**src/rtl/vga_if.sv**
```systemverilog
// Pixel-side bundle of the VGA timing generator: drawing-stage colour in,
// scan position, blanking and registered DAC/sync signals out.
interface vga_if;
    logic [2:0] rgb_in;
    logic [9:0] col;
    logic [9:0] row;
    logic       visible;
    logic       pixel_tick;
    logic       frame_start;
    logic [2:0] rgb;
    logic       hsync;
    logic       vsync;

    modport master (
        input  rgb_in,
        output col, row, visible, pixel_tick, frame_start, rgb, hsync, vsync
    );

    modport slave (
        output rgb_in,
        input  col, row, visible, pixel_tick, frame_start, rgb, hsync, vsync
    );
endinterface

```
**src/rtl/vga_timing.sv**
```systemverilog
// VGA raster timing: clock divider, col/row scan counters, sync decode and a
// one-pixel registered output stage for colour and syncs.
module vga_timing #(
    parameter int CLK_DIV   = 2,
    parameter int H_VISIBLE = 640,
    parameter int H_FRONT   = 16,
    parameter int H_SYNC    = 96,
    parameter int H_BACK    = 48,
    parameter int V_VISIBLE = 480,
    parameter int V_FRONT   = 10,
    parameter int V_SYNC    = 2,
    parameter int V_BACK    = 33
) (
    input  logic  clk,
    input  logic  reset_n,
    vga_if.master vga
);
    localparam int H_TOTAL = H_VISIBLE + H_FRONT + H_SYNC + H_BACK;
    localparam int V_TOTAL = V_VISIBLE + V_FRONT + V_SYNC + V_BACK;
    localparam int DIV_W   = (CLK_DIV > 1) ? $clog2(CLK_DIV) : 1;

    localparam logic [DIV_W-1:0] DIV_LAST = DIV_W'(CLK_DIV - 1);
    localparam logic [9:0]       H_LAST   = 10'(H_TOTAL - 1);
    localparam logic [9:0]       V_LAST   = 10'(V_TOTAL - 1);
    // 11-bit bounds so a sync window ending exactly at 1024 still compares correctly
    localparam logic [10:0] H_VIS  = 11'(H_VISIBLE);
    localparam logic [10:0] V_VIS  = 11'(V_VISIBLE);
    localparam logic [10:0] HS_BEG = 11'(H_VISIBLE + H_FRONT);
    localparam logic [10:0] HS_END = 11'(H_VISIBLE + H_FRONT + H_SYNC);
    localparam logic [10:0] VS_BEG = 11'(V_VISIBLE + V_FRONT);
    localparam logic [10:0] VS_END = 11'(V_VISIBLE + V_FRONT + V_SYNC);

    logic [DIV_W-1:0] div_p0;
    logic [9:0]       col_p0;
    logic [9:0]       row_p0;
    logic             tick_p0;
    logic             line_end_p0;
    logic             frame_end_p0;
    logic             visible_p0;
    logic             hsync_d;
    logic             vsync_d;
    logic [2:0]       rgb_p1;
    logic             hsync_p1;
    logic             vsync_p1;
    logic             frame_p1;

    // Stage p0: divider and scan counters
    assign tick_p0      = reset_n && (div_p0 == DIV_LAST);
    assign line_end_p0  = (col_p0 == H_LAST);
    assign frame_end_p0 = line_end_p0 && (row_p0 == V_LAST);

    always_ff @(posedge clk or negedge reset_n) begin
        if (!reset_n) begin
            div_p0 <= '0;
        end else if (div_p0 == DIV_LAST) begin
            div_p0 <= '0;
        end else begin
            div_p0 <= div_p0 + 1'b1;
        end
    end

    always_ff @(posedge clk or negedge reset_n) begin
        if (!reset_n) begin
            col_p0 <= '0;
            row_p0 <= '0;
        end else if (tick_p0) begin
            if (line_end_p0) begin
                col_p0 <= '0;
                row_p0 <= (row_p0 == V_LAST) ? 10'd0 : row_p0 + 10'd1;
            end else begin
                col_p0 <= col_p0 + 10'd1;
            end
        end
    end

    assign visible_p0 = ({1'b0, col_p0} < H_VIS) && ({1'b0, row_p0} < V_VIS);
    assign hsync_d    = !(({1'b0, col_p0} >= HS_BEG) && ({1'b0, col_p0} < HS_END));
    assign vsync_d    = !(({1'b0, row_p0} >= VS_BEG) && ({1'b0, row_p0} < VS_END));

    // Stage p1: colour and syncs registered one pixel behind col/row
    always_ff @(posedge clk or negedge reset_n) begin
        if (!reset_n) begin
            rgb_p1   <= 3'b000;
            hsync_p1 <= 1'b1;
            vsync_p1 <= 1'b1;
            frame_p1 <= 1'b0;
        end else begin
            frame_p1 <= tick_p0 && frame_end_p0;
            if (tick_p0) begin
                rgb_p1   <= visible_p0 ? vga.rgb_in : 3'b000;
                hsync_p1 <= hsync_d;
                vsync_p1 <= vsync_d;
            end
        end
    end

    assign vga.col         = col_p0;
    assign vga.row         = row_p0;
    assign vga.visible     = visible_p0;
    assign vga.pixel_tick  = tick_p0;
    assign vga.frame_start = frame_p1;
    assign vga.rgb         = rgb_p1;
    assign vga.hsync       = hsync_p1;
    assign vga.vsync       = vsync_p1;
endmodule

```
**src/flat_wrapper.sv**
```systemverilog
// flat-port wrapper written by rule: the top's interface ports become plain ports
module vga_timing_flat 
#(
    parameter int CLK_DIV   = 2,
    parameter int H_VISIBLE = 640,
    parameter int H_FRONT   = 16,
    parameter int H_SYNC    = 96,
    parameter int H_BACK    = 48,
    parameter int V_VISIBLE = 480,
    parameter int V_FRONT   = 10,
    parameter int V_SYNC    = 2,
    parameter int V_BACK    = 33
)
  (clk, reset_n, vga_rgb_in, vga_col, vga_row, vga_visible, vga_pixel_tick, vga_frame_start, vga_rgb, vga_hsync, vga_vsync);
  vga_if vga_i ();
  input  logic clk;
  input  logic reset_n;
  input wire logic [$bits(vga_i.rgb_in)-1:0] vga_rgb_in;
  output wire logic [$bits(vga_i.col)-1:0] vga_col;
  output wire logic [$bits(vga_i.row)-1:0] vga_row;
  output wire logic [$bits(vga_i.visible)-1:0] vga_visible;
  output wire logic [$bits(vga_i.pixel_tick)-1:0] vga_pixel_tick;
  output wire logic [$bits(vga_i.frame_start)-1:0] vga_frame_start;
  output wire logic [$bits(vga_i.rgb)-1:0] vga_rgb;
  output wire logic [$bits(vga_i.hsync)-1:0] vga_hsync;
  output wire logic [$bits(vga_i.vsync)-1:0] vga_vsync;
  assign vga_i.rgb_in = vga_rgb_in;
  assign vga_col = vga_i.col;
  assign vga_row = vga_i.row;
  assign vga_visible = vga_i.visible;
  assign vga_pixel_tick = vga_i.pixel_tick;
  assign vga_frame_start = vga_i.frame_start;
  assign vga_rgb = vga_i.rgb;
  assign vga_hsync = vga_i.hsync;
  assign vga_vsync = vga_i.vsync;
  vga_timing #(.CLK_DIV(CLK_DIV), .H_VISIBLE(H_VISIBLE), .H_FRONT(H_FRONT), .H_SYNC(H_SYNC), .H_BACK(H_BACK), .V_VISIBLE(V_VISIBLE), .V_FRONT(V_FRONT), .V_SYNC(V_SYNC), .V_BACK(V_BACK)) u_core (.clk(clk), .reset_n(reset_n), .vga(vga_i));
endmodule
```
**config.mk**
```make
export PLATFORM = sky130hd
export DESIGN_NAME = vga_timing_flat
export DESIGN_NICKNAME = d
export VERILOG_FILES = /design/src/rtl/vga_if.sv /design/src/rtl/vga_timing.sv /design/src/flat_wrapper.sv
export SDC_FILE = /design/constraint.sdc
export NUM_CORES = 1
export LEC_CHECK = 0
export CAP_MARGIN = 0
export CORE_MARGIN = 2
export CORE_UTILIZATION = 48
export DETAILED_ROUTE_END_ITERATION = 12
export PLACE_DENSITY = 0.88
export SLEW_MARGIN = 20
export SYNTH_ARGS = -nofsm -noshare
export SYNTH_HDL_FRONTEND = slang
export SYNTH_SLANG_ARGS = --single-unit
```
**constraint.sdc**
```tcl
create_clock -name clk -period 2.4 [get_ports clk]
set_clock_uncertainty 0.15 [all_clocks]
set_input_delay 0.48 -clock clk [delete_from_list [all_inputs] [get_ports clk]]
set_output_delay 0.48 -clock clk [all_outputs]
set_load 0.005 [all_outputs]
```
Word level (Yosys, flattened, before mapping). Cells that the tools add are included.

Muxes and demuxes: 4. Reductions and logical operators: 9. Add/subtract/negate cells: 3. $lt $le $gt $ge: 6. Bitwise logic cells: 0. Equality and inequality tests: 2. Multiply operators: 0. Shift-type cells: 0. Div/mod/pow operators: 0.

Operator list (count): adder 10 x 1 -> 10 bit, second input constant (2); equality test 10 bit, second input constant (2); < comparator 10 bit, second input constant (2); < comparator 10 x 9 -> 1 bit, second input constant (2); two-way mux 10 bit (2); greater-or-equal comparator 10 bit, second input constant (1); greater-or-equal comparator 10 x 9 -> 1 bit, second input constant (1); logical AND 1 bit (6); two-way mux 3 bit (1); zero test 1 bit (2); AND reduction 2 bit (1); adder 1 bit, second input constant (1); two-way mux 1 bit (1).

Input bits: 5. Output and inout port bits: 28. Memories: 0. Bits in latches: 0. Bits in read-only memories: 0. RAM bits: 0. Bits in registers: 27.

Logic depth before layout (Yosys ltp). Gate-level depths: netlist of the first run.

Depth after elaboration: 3. Mapped depth: 7. Mapped depth without buffers: 6.

Worst setup path after synthesis of the first run. OpenSTA, ideal clock, no wires.

Kind: flip-flop to flip-flop. From: reg u_core.col_p0[0] (netlist: u_core.vga.col[0]). To: reg u_core.row_p0[9] (netlist: u_core.vga.row[9]). Setup slack: 0.688 ns. Arrival time: 1.483 ns. Library setup time: 0.079 ns. Data required time: 2.171 ns. Cell stages (with the launch flop): 8. Cell sequence: dfrtp_1 > ha_1 > and4_1 > buf_2 > and3_1 > buf_4 > and2_1 > a2bb2oi_1.

Cells in the longest elaborated chain, start to end: 2.

Ends and longest elaborated chain: from (decl) (RTL line vga_timing.sv:34) `logic [9:0] col_p0;`; from (signal assigned) (RTL line vga_timing.sv:71) `col_p0 <= col_p0 + 10'd1;`; equality test 10 bit (RTL line vga_timing.sv:49) `assign line_end_p0 = (col_p0 == H_LAST);`; AND reduction 2 bit (no source line); to (signal assigned) (RTL line vga_timing.sv:69) `row_p0 <= (row_p0 == V_LAST) ? 10'd0 : row_p0 + 10'd1;`; to (decl) (RTL line vga_timing.sv:35) `logic [9:0] row_p0;`.

Every way passes these cells. A chain may end at the register's enable or synchronous reset.

Worst setup path after layout of the first run.
From: in reset_n. To: out vga_pixel_tick.

Cells in the longest elaborated chain, start to end: 1.

Ends and longest elaborated chain: from (decl) (RTL line flat_wrapper.sv:17) `input logic reset_n;`; logical AND 1 bit (RTL line vga_timing.sv:48) `assign tick_p0 = reset_n && (div_p0 == DIV_LAST);`; to (decl) (RTL line flat_wrapper.sv:22) `output wire logic [$bits(vga_i.pixel_tick)-1:0] vga_pixel_tick;`.

Every way passes these cells.

==> impl_metrics.csv, run 1 <==
group,metric,value,unit
outcome,status,"complete, no violations",
worst_setup_path,required,1.77,ns
worst_setup_path,worst_ep_arrival_time,1.67,ns
die,dieWidth,57.3,um
grt,grt_use_total,20.8,%
worst_setup_path,worst-path-buf-inv,3,
pwr,switching_share,29.2,%
sta,slew_headroom,68.0,%
place,place_congestion,0.848,
worst_setup_path,slowest_stage,"clkdlybuf4s50_1",
synth,ys_seq_elements,27,
route,num_vias,1193,
clocking,clkTransAtPathRegs,0.14,ns
clocking,postCtsHoldBufs,0,
layout,layout-drive-gt1-share,18.8,%
synth,synth_cells,131,
synth,ys_warn_count,0,
worst_setup_path,r2r_cells,5,
route,drtAntennaViolNets,0,
sta,worst_slack,0.102,ns
worst_setup_path,crit_chain,"clkdlybuf4s50_1, nand2_1, inv_1, clkdlybuf4s50_1",
worst_setup_path,crit_family,"buffers and inverters",
grt,antenna_found_initial,0,
pwr,p_sw,287,uW
pwr,power,981,uW
route,met3_length,137,um
pwr,seqPwrFrac,58.2,%
layout,syn_to_final_growth,34.4,%
synth,synth_area,0.00136,mm^2
die,die-area,0.00328,mm^2
place,placed_cell_area,0.00174,mm^2
layout,final_cells,207,
place,pre_cts_ws,0.111,ns
synth,synth_cell_types,39,
grt,grt_pass1_wl,5300,um
die,row_count,19,
pwr,clkPwrFrac,19.6,%
die,core,0.00273,mm^2
clocking,clockBufferDepth,2,
layout,diodes,0,
synth,seq_area_frac_synth,49.8,%
clocking,clock_latency,0.32,ns
pwr,pwr_density_cell,535,mW/mm^2
clocking,h-tree-depth,1,
sta,slew_violations,0,
route,routedWlPerCell,15.9,um
route,drt_iter0_markers,34,
synth,synthMuxAreaShare,0.735,%
hold_path,min_path_type,"reg -> reg",
place,portBuffers,32,
worst_setup_path,cp_common_cell,"clkdlybuf4s50_1",
die,die_y,57.3,um
synth,syn_nets,140,
worst_setup_path,cp.depth,4,
grt,grt_pass1_vias,1158,
pwr,cellInternalPower,694,uW
worst_setup_path,r2r_slack,0.53,ns
sta,worst_pin_slew,0.475,ns
route,via_per_inst,5.76,
route,met2_length,1730,um
synth,synth_top_family_by_area,"simple AND/OR/NAND/NOR gates",
synth,synth_xor_area_share,7.07,%
clocking,cts_tree,"built",
pwr,comb_power_share,22.2,%
die,start_util,49.8,%
place,dpl.hpwl,2360,um
clocking,cts_buffers,3,
route,wl_met1,1400,um
run,cap_violations,0,
route,firstDrtPassIters,4,
die,io_pins,33,
sta,setup-tns-final,0,ns
hold_path,hold_depth,1,
route,drcViolationCount,0,
sta,post-route-period-util,95.8,%
synth,synthSimpleGateAreaFrac,26.0,%
synth,synth_area_per_cell,10.4,um^2
clocking,clock-root-buffer,"clkbuf_4",
worst_setup_path,cp-end-kind,"output pin",
sta,clock.fmax,435,MHz
pwr,cellLeakagePower,0.799,nW
sta,post-route-min-period,2.30,ns
synth,synth_compound_area_share,9.55,%
sta,hold_viol,0,
synth,synthAdderAreaFrac,3.67,%
sta,setup_viol,0,
sta,rsz0062_at_grt,"no",
grt,grt-ovfl-total,0,
worst_setup_path,startpoint_type,"input pin",
worst_setup_path,cp_max_fo,4,
clocking,clock-sinks,27,
grt,grt_max_degree,20,
pwr,peakVddDrop,0.000418,V
layout,fin_area,0.00183,mm^2
route,dr.max_layer_used,"met4",
layout,nNetsFinal,186,
place,dp_cells,196,
worst_setup_path,crit_type,"in -> out",
worst_setup_path,cpPeakStageDelay,0.52,ns
route,finalWirelength,3290,um
[flip-flops by register name (all words and copies together), names as in the netlist]
signal / count
u_core.div_p0: 1
u_core.vga.frame_start: 1
u_core.vga.row: 10
u_core.vga.hsync: 1
u_core.vga.col: 10
u_core.vga.rgb: 3
u_core.vga.vsync: 1
[synth_stat cells]
cell type / instances / area (um^2)
a22oi_1: 1 / 7.51
dfrtp_1: 25 / 626
nand4_1: 3 / 18.8
nand2_2: 1 / 6.26
o21a_1: 1 / 7.51
nor4_1: 3 / 18.8
a21oi_1: 2 / 10.0
inv_1: 7 / 26.3
and2_1: 2 / 12.5
nor3_1: 7 / 35.0
or4_1: 1 / 7.51
and4_1: 2 / 17.5
xnor2_1: 6 / 52.6
and4_4: 2 / 22.5
nand3_2: 1 / 10.0
o31ai_1: 2 / 15.0
o21ai_0: 4 / 20.0
and3_1: 2 / 12.5
nor4_4: 1 / 21.3
a22o_1: 3 / 26.3
ha_1: 4 / 50.1
o21ai_1: 2 / 10.0
nand2_1: 14 / 52.6
buf_4: 1 / 7.51
nor3_2: 1 / 10.0
xor2_1: 5 / 43.8
nor2_1: 8 / 30.0
dfstp_2: 2 / 52.6
and3_2: 1 / 7.51
mux2i_1: 1 / 10.0
a2bb2oi_1: 1 / 8.76
and4bb_2: 1 / 12.5
a31oi_1: 1 / 6.26
o22ai_1: 1 / 6.26
o31ai_2: 1 / 12.5
nand3_4: 1 / 17.5
or3_1: 1 / 6.26
buf_2: 2 / 10.0
nand3_1: 7 / 35.0
[worst reg2reg max path: stages (launching register included)]
cell and delay [ns]:
dfrtp_1 0.45, ha_1 0.21, and4_1 0.32, and3_1 0.33, nand2_2 0.11, o31ai_2 0.24
[stage by stage]
| step | util, % | hold WS [ns] |
|---|---|---|
| after CTS | 64.7 | 0.311 |
| after floorplan | - | 0.0344 |
| after detailed placement | 63.7 | 0.285 |
| after global routing | 67.0 | 0.345 |
| final | 67.0 | 0.320 |
| after global placement | 63.7 | 0.285 |
[power groups by stage]
stage	registers [mW]	logic, mW	clock network [mW]
2_1_floorplan	0.568	0.0886	0
3_3_place_gp	0.571	0.210	0
5_1_grt	0.581	0.241	0.226
6_report	0.570	0.218	0.193
4_1_cts	0.569	0.220	0.201
3_5_place_dp	0.578	0.219	0
[cell families after synthesis]
| logic type | Yosys count |
|---|---|
| adders and majority gates | 4 |
| muxes | 1 |
| xor gates and xnor gates | 11 |
| and+or+nand+nor | 59 |
| AOI/OAI and AO/OA | 19 |
| DFF | 27 |
| buffers and inverters | 10 |
[area by class of cell]
| cell class | count | area [um^2] |
|---|---|---|
| Clock inverter | 1 | 5.00 |
| Multi-Input combinational cell | 94 | 646 |
| Timing Repair Buffer | 44 | 410 |
| Tap cell | 31 | 38.8 |
| Fill cell | 227 | 902 |
| Inverter | 7 | 26.3 |
| Sequential cell | 27 | 683 |
| Clock buffer | 3 | 22.5 |
[metal layers]
metal	vias to the layer above	global-route usage, %
li1	558	-
met1	598	27.3
met2	35	36.6
met3	2	3.17
met4	0	3.99
met5	-	0
[cells in the final DEF, fill, tap and decap left out, types with 4 or more instances in the layout]
| cell type | count |
|---|---|
| xnor2_1 | 6 |
| dfrtp_1 | 21 |
| nor3_1 | 6 |
| nor2_1 | 8 |
| clkdlybuf4s50_1 | 32 |
| buf_4 | 12 |
| nand2_1 | 14 |
| nand3_1 | 7 |
| inv_1 | 7 |
| o21ai_0 | 4 |
| ha_1 | 4 |
| dfrtp_2 | 4 |
| xor2_1 | 5 |
[path summary, 6_finish.rpt]
| path | from | to |
|---|---|---|
| setup / recovery | reset_n | vga_pixel_tick |
| min in group asynchronous | reset_n | u_core.vga.row[3]$_DFFE_PN0P_ |
| max in group asynchronous | reset_n | u_core.vga.vsync$_DFFE_PN1P_ |
| hold reg to reg | u_core.div_p0$_DFF_PN0_ | u_core.div_p0$_DFF_PN0_ |
| setup reg to reg | u_core.vga.col[0]$_DFFE_PN0P_ | u_core.vga.row[3]$_DFFE_PN0P_ |
| hold / removal | u_core.div_p0$_DFF_PN0_ | u_core.div_p0$_DFF_PN0_ |
[what timing repair did]
| item | 4_1_cts | 5_1_grt |
|---|---|---|
| buffers inserted | 0 | 7 |
| endpoints found under the setup margin | 0 | 1 |
| resized for setup | 0 | 5 |
Note: power is estimated with default switching activity, not from simulation.
==> inputs of run 2 (changes only) <==
--- a/config.mk
+++ b/config.mk
@@ -12,2 +12,3 @@
 export PLACE_DENSITY = 0.88
+export SKIP_LAST_GASP = 1
 export SLEW_MARGIN = 20
==> constraint.sdc (replaced) <==
create_clock -name clk -period 2.4 [get_ports clk]
set_clock_uncertainty 0.15 [all_clocks]
set_input_delay 0.24 -clock clk [delete_from_list [all_inputs] [get_ports clk]]
set_output_delay 0.24 -clock clk [all_outputs]
set_load 0.005 [all_outputs]
==> run 2 against run 1 <==
Net effect: combinational power hardly changed; hold slack worse by 0.18 ns; die area stayed put; sequential power hardly changed; final cell count is 3.9% lower; non-clock buffer count is 8 lower; critical path type is now reg -> out; critical endpoint is now vga_visible; largest cell class unchanged.
==> impl_metrics.csv, run 2 (synthesized netlist as in run 1, its figures left out) <==
group,metric,value,unit
outcome,status,"complete, no violations",
die,io_pins,33,
clocking,cts_resized,0,
route,drt_iter0_markers,41,
route,num_vias,1142,
route,routedWlPerCell,15.4,um
route,via_per_inst,5.74,
clocking,clock_latency,0.32,ns
clocking,h-tree-depth,1,
layout,diodes,0,
grt,antenna_found_initial,0,
hold_path,min_path_type,"in -> async",
route,drcViolationCount,0,
worst_setup_path,crit_chain,"o21a_1, nor3_1, clkdlybuf4s50_1",
sta,slew_violations,0,
sta,slew_headroom,68.1,%
layout,final_cell_mix,"clkdlybuf4s50_1 (32), dfrtp_1 (25), nand2_1 (14)",
worst_setup_path,worst-path-buf-inv,1,
die,row_count,19,
layout,fin_area,0.00176,mm^2
worst_setup_path,startpoint_type,"register",
place,placed_cell_area,0.00173,mm^2
route,firstDrtPassIters,4,
layout,final_common_cell,"clkdlybuf4s50_1",
pwr,pwr_density_cell,557,mW/mm^2
worst_setup_path,crit_family,"buffers and inverters",
clocking,postCtsHoldBufs,0,
grt,grt-ovfl-total,0,
die,die_y,57.3,um
clocking,cts_buffers,3,
place,portBuffers,32,
clocking,cts_tree,"built",
sta,setup-tns-final,0,ns
clocking,clock-sinks,27,
pwr,cellLeakagePower,0.759,nW
worst_setup_path,cp_max_fo,7,
layout,layout-drive-gt1-share,11.3,%
sta,setup_viol,0,
die,core,0.00273,mm^2
sta,hold_viol,0,
grt,grt_pass1_wl,5210,um
die,dieWidth,57.3,um
grt,grt_pass1_vias,1103,
die,start_util,49.8,%
worst_setup_path,required,2.01,ns
clocking,cts_setup_buffers,0,
place,dpl.hpwl,2300,um
layout,syn_to_final_growth,29.2,%
sta,worst_pin_slew,0.474,ns
worst_setup_path,cpPeakStageDelay,0.53,ns
layout,final_util,64.4,%
worst_setup_path,slowest_stage,"clkdlybuf4s50_1",
sta,post-route-period-util,89.2,%
clocking,clkTransAtPathRegs,0.14,ns
layout,nNetsFinal,178,
place,place_congestion,0.840,
worst_setup_path,cp-end-kind,"output pin",
clocking,clock-root-buffer,"clkbuf_4",
worst_setup_path,worst_ep_arrival_time,1.75,ns
worst_setup_path,crit_type,"reg -> out",
sta,rsz0062_at_grt,"no",
sta,clock.fmax,467,MHz
route,drtAntennaViolNets,0,
route,finalWirelength,3060,um
pwr,peakVddDrop,0.000515,V
grt,grt_use_total,20.4,%
clocking,clockBufferDepth,2,
run,cap_violations,0,
grt,grt_max_degree,18,
die,die-area,0.00328,mm^2
sta,post-route-min-period,2.14,ns
run 2: final cells by class:
class	count	area, um^2
flip-flops and latches	27	678
inverters	7	26.3
well taps	31	38.8
repair buffers	36	350
fillers	222	973
clock buffers	4	26.3
multi-input cells	94	641
run 2: path summary, 6_finish.rpt:
| kind | start | end | slack, ns | cells past startpoint |
|---|---|---|---|---|
| worst max register to register | u_core.vga.col[0]$_DFFE_PN0P_ | u_core.vga.row[3]$_DFFE_PN0P_ | 0.46 | 5 |
| worst max-delay path | u_core.vga.col[7]$_DFFE_PN0P_ | vga_visible | 0.26 | 3 |
| max in group asynchronous | reset_n | u_core.vga.vsync$_DFFE_PN1P_ | 1.64 | 2 |
| min in group clk | u_core.div_p0$_DFF_PN0_ | u_core.div_p0$_DFF_PN0_ | 0.32 | 1 |
| worst min-delay path | reset_n | u_core.vga.row[1]$_DFFE_PN0P_ | 0.14 | 2 |
| worst min register to register | u_core.div_p0$_DFF_PN0_ | u_core.div_p0$_DFF_PN0_ | 0.32 | 1 |
run 2: where the power goes:
part,switching [mW],leakage (nW),internal (mW)
combinational,0.0843,0.398,0.132
sequential,0.0705,0.346,0.499
clock,0.130,0.0150,0.0650
total,0.284,0.759,0.697
run 2: layer usage:
layer,vias up,GRT usage (%),wire length [um]
li1,541,-,-
met1,564,28.1,1400
met2,33,34.6,1540
met3,4,2.95,94
met4,0,3.99,21
met5,-,0,0
run 2: worst reg2reg max path, stage by stage (launching register included):
cell     delay (ns)
dfrtp_1        0.43
ha_1           0.21
and4_1         0.31
and3_1         0.39
nand2_2        0.13
o31ai_2        0.24
run 2: stage by stage:
step | worst slack [ns] | hold slack (ns) | std cells | total power [mW]
2_1_floorplan | 0.688 | -0.206 | 131 | 0.656
3_3_place_gp | 0.364 | 0.283 | 195 | 0.782
3_5_place_dp | 0.282 | 0.294 | 195 | 0.796
5_1_grt | 0.181 | 0.138 | 199 | 1.03
4_1_cts | 0.271 | 0.132 | 199 | 0.986
6_report | 0.260 | 0.142 | 199 | 0.981
==> inputs of run 3 (changes only) <==
CTS_CLUSTER_SIZE = 10   (was unset)
==> results of run 3 <==
The final DEF is identical to that of run 2; final timing and power are the same.
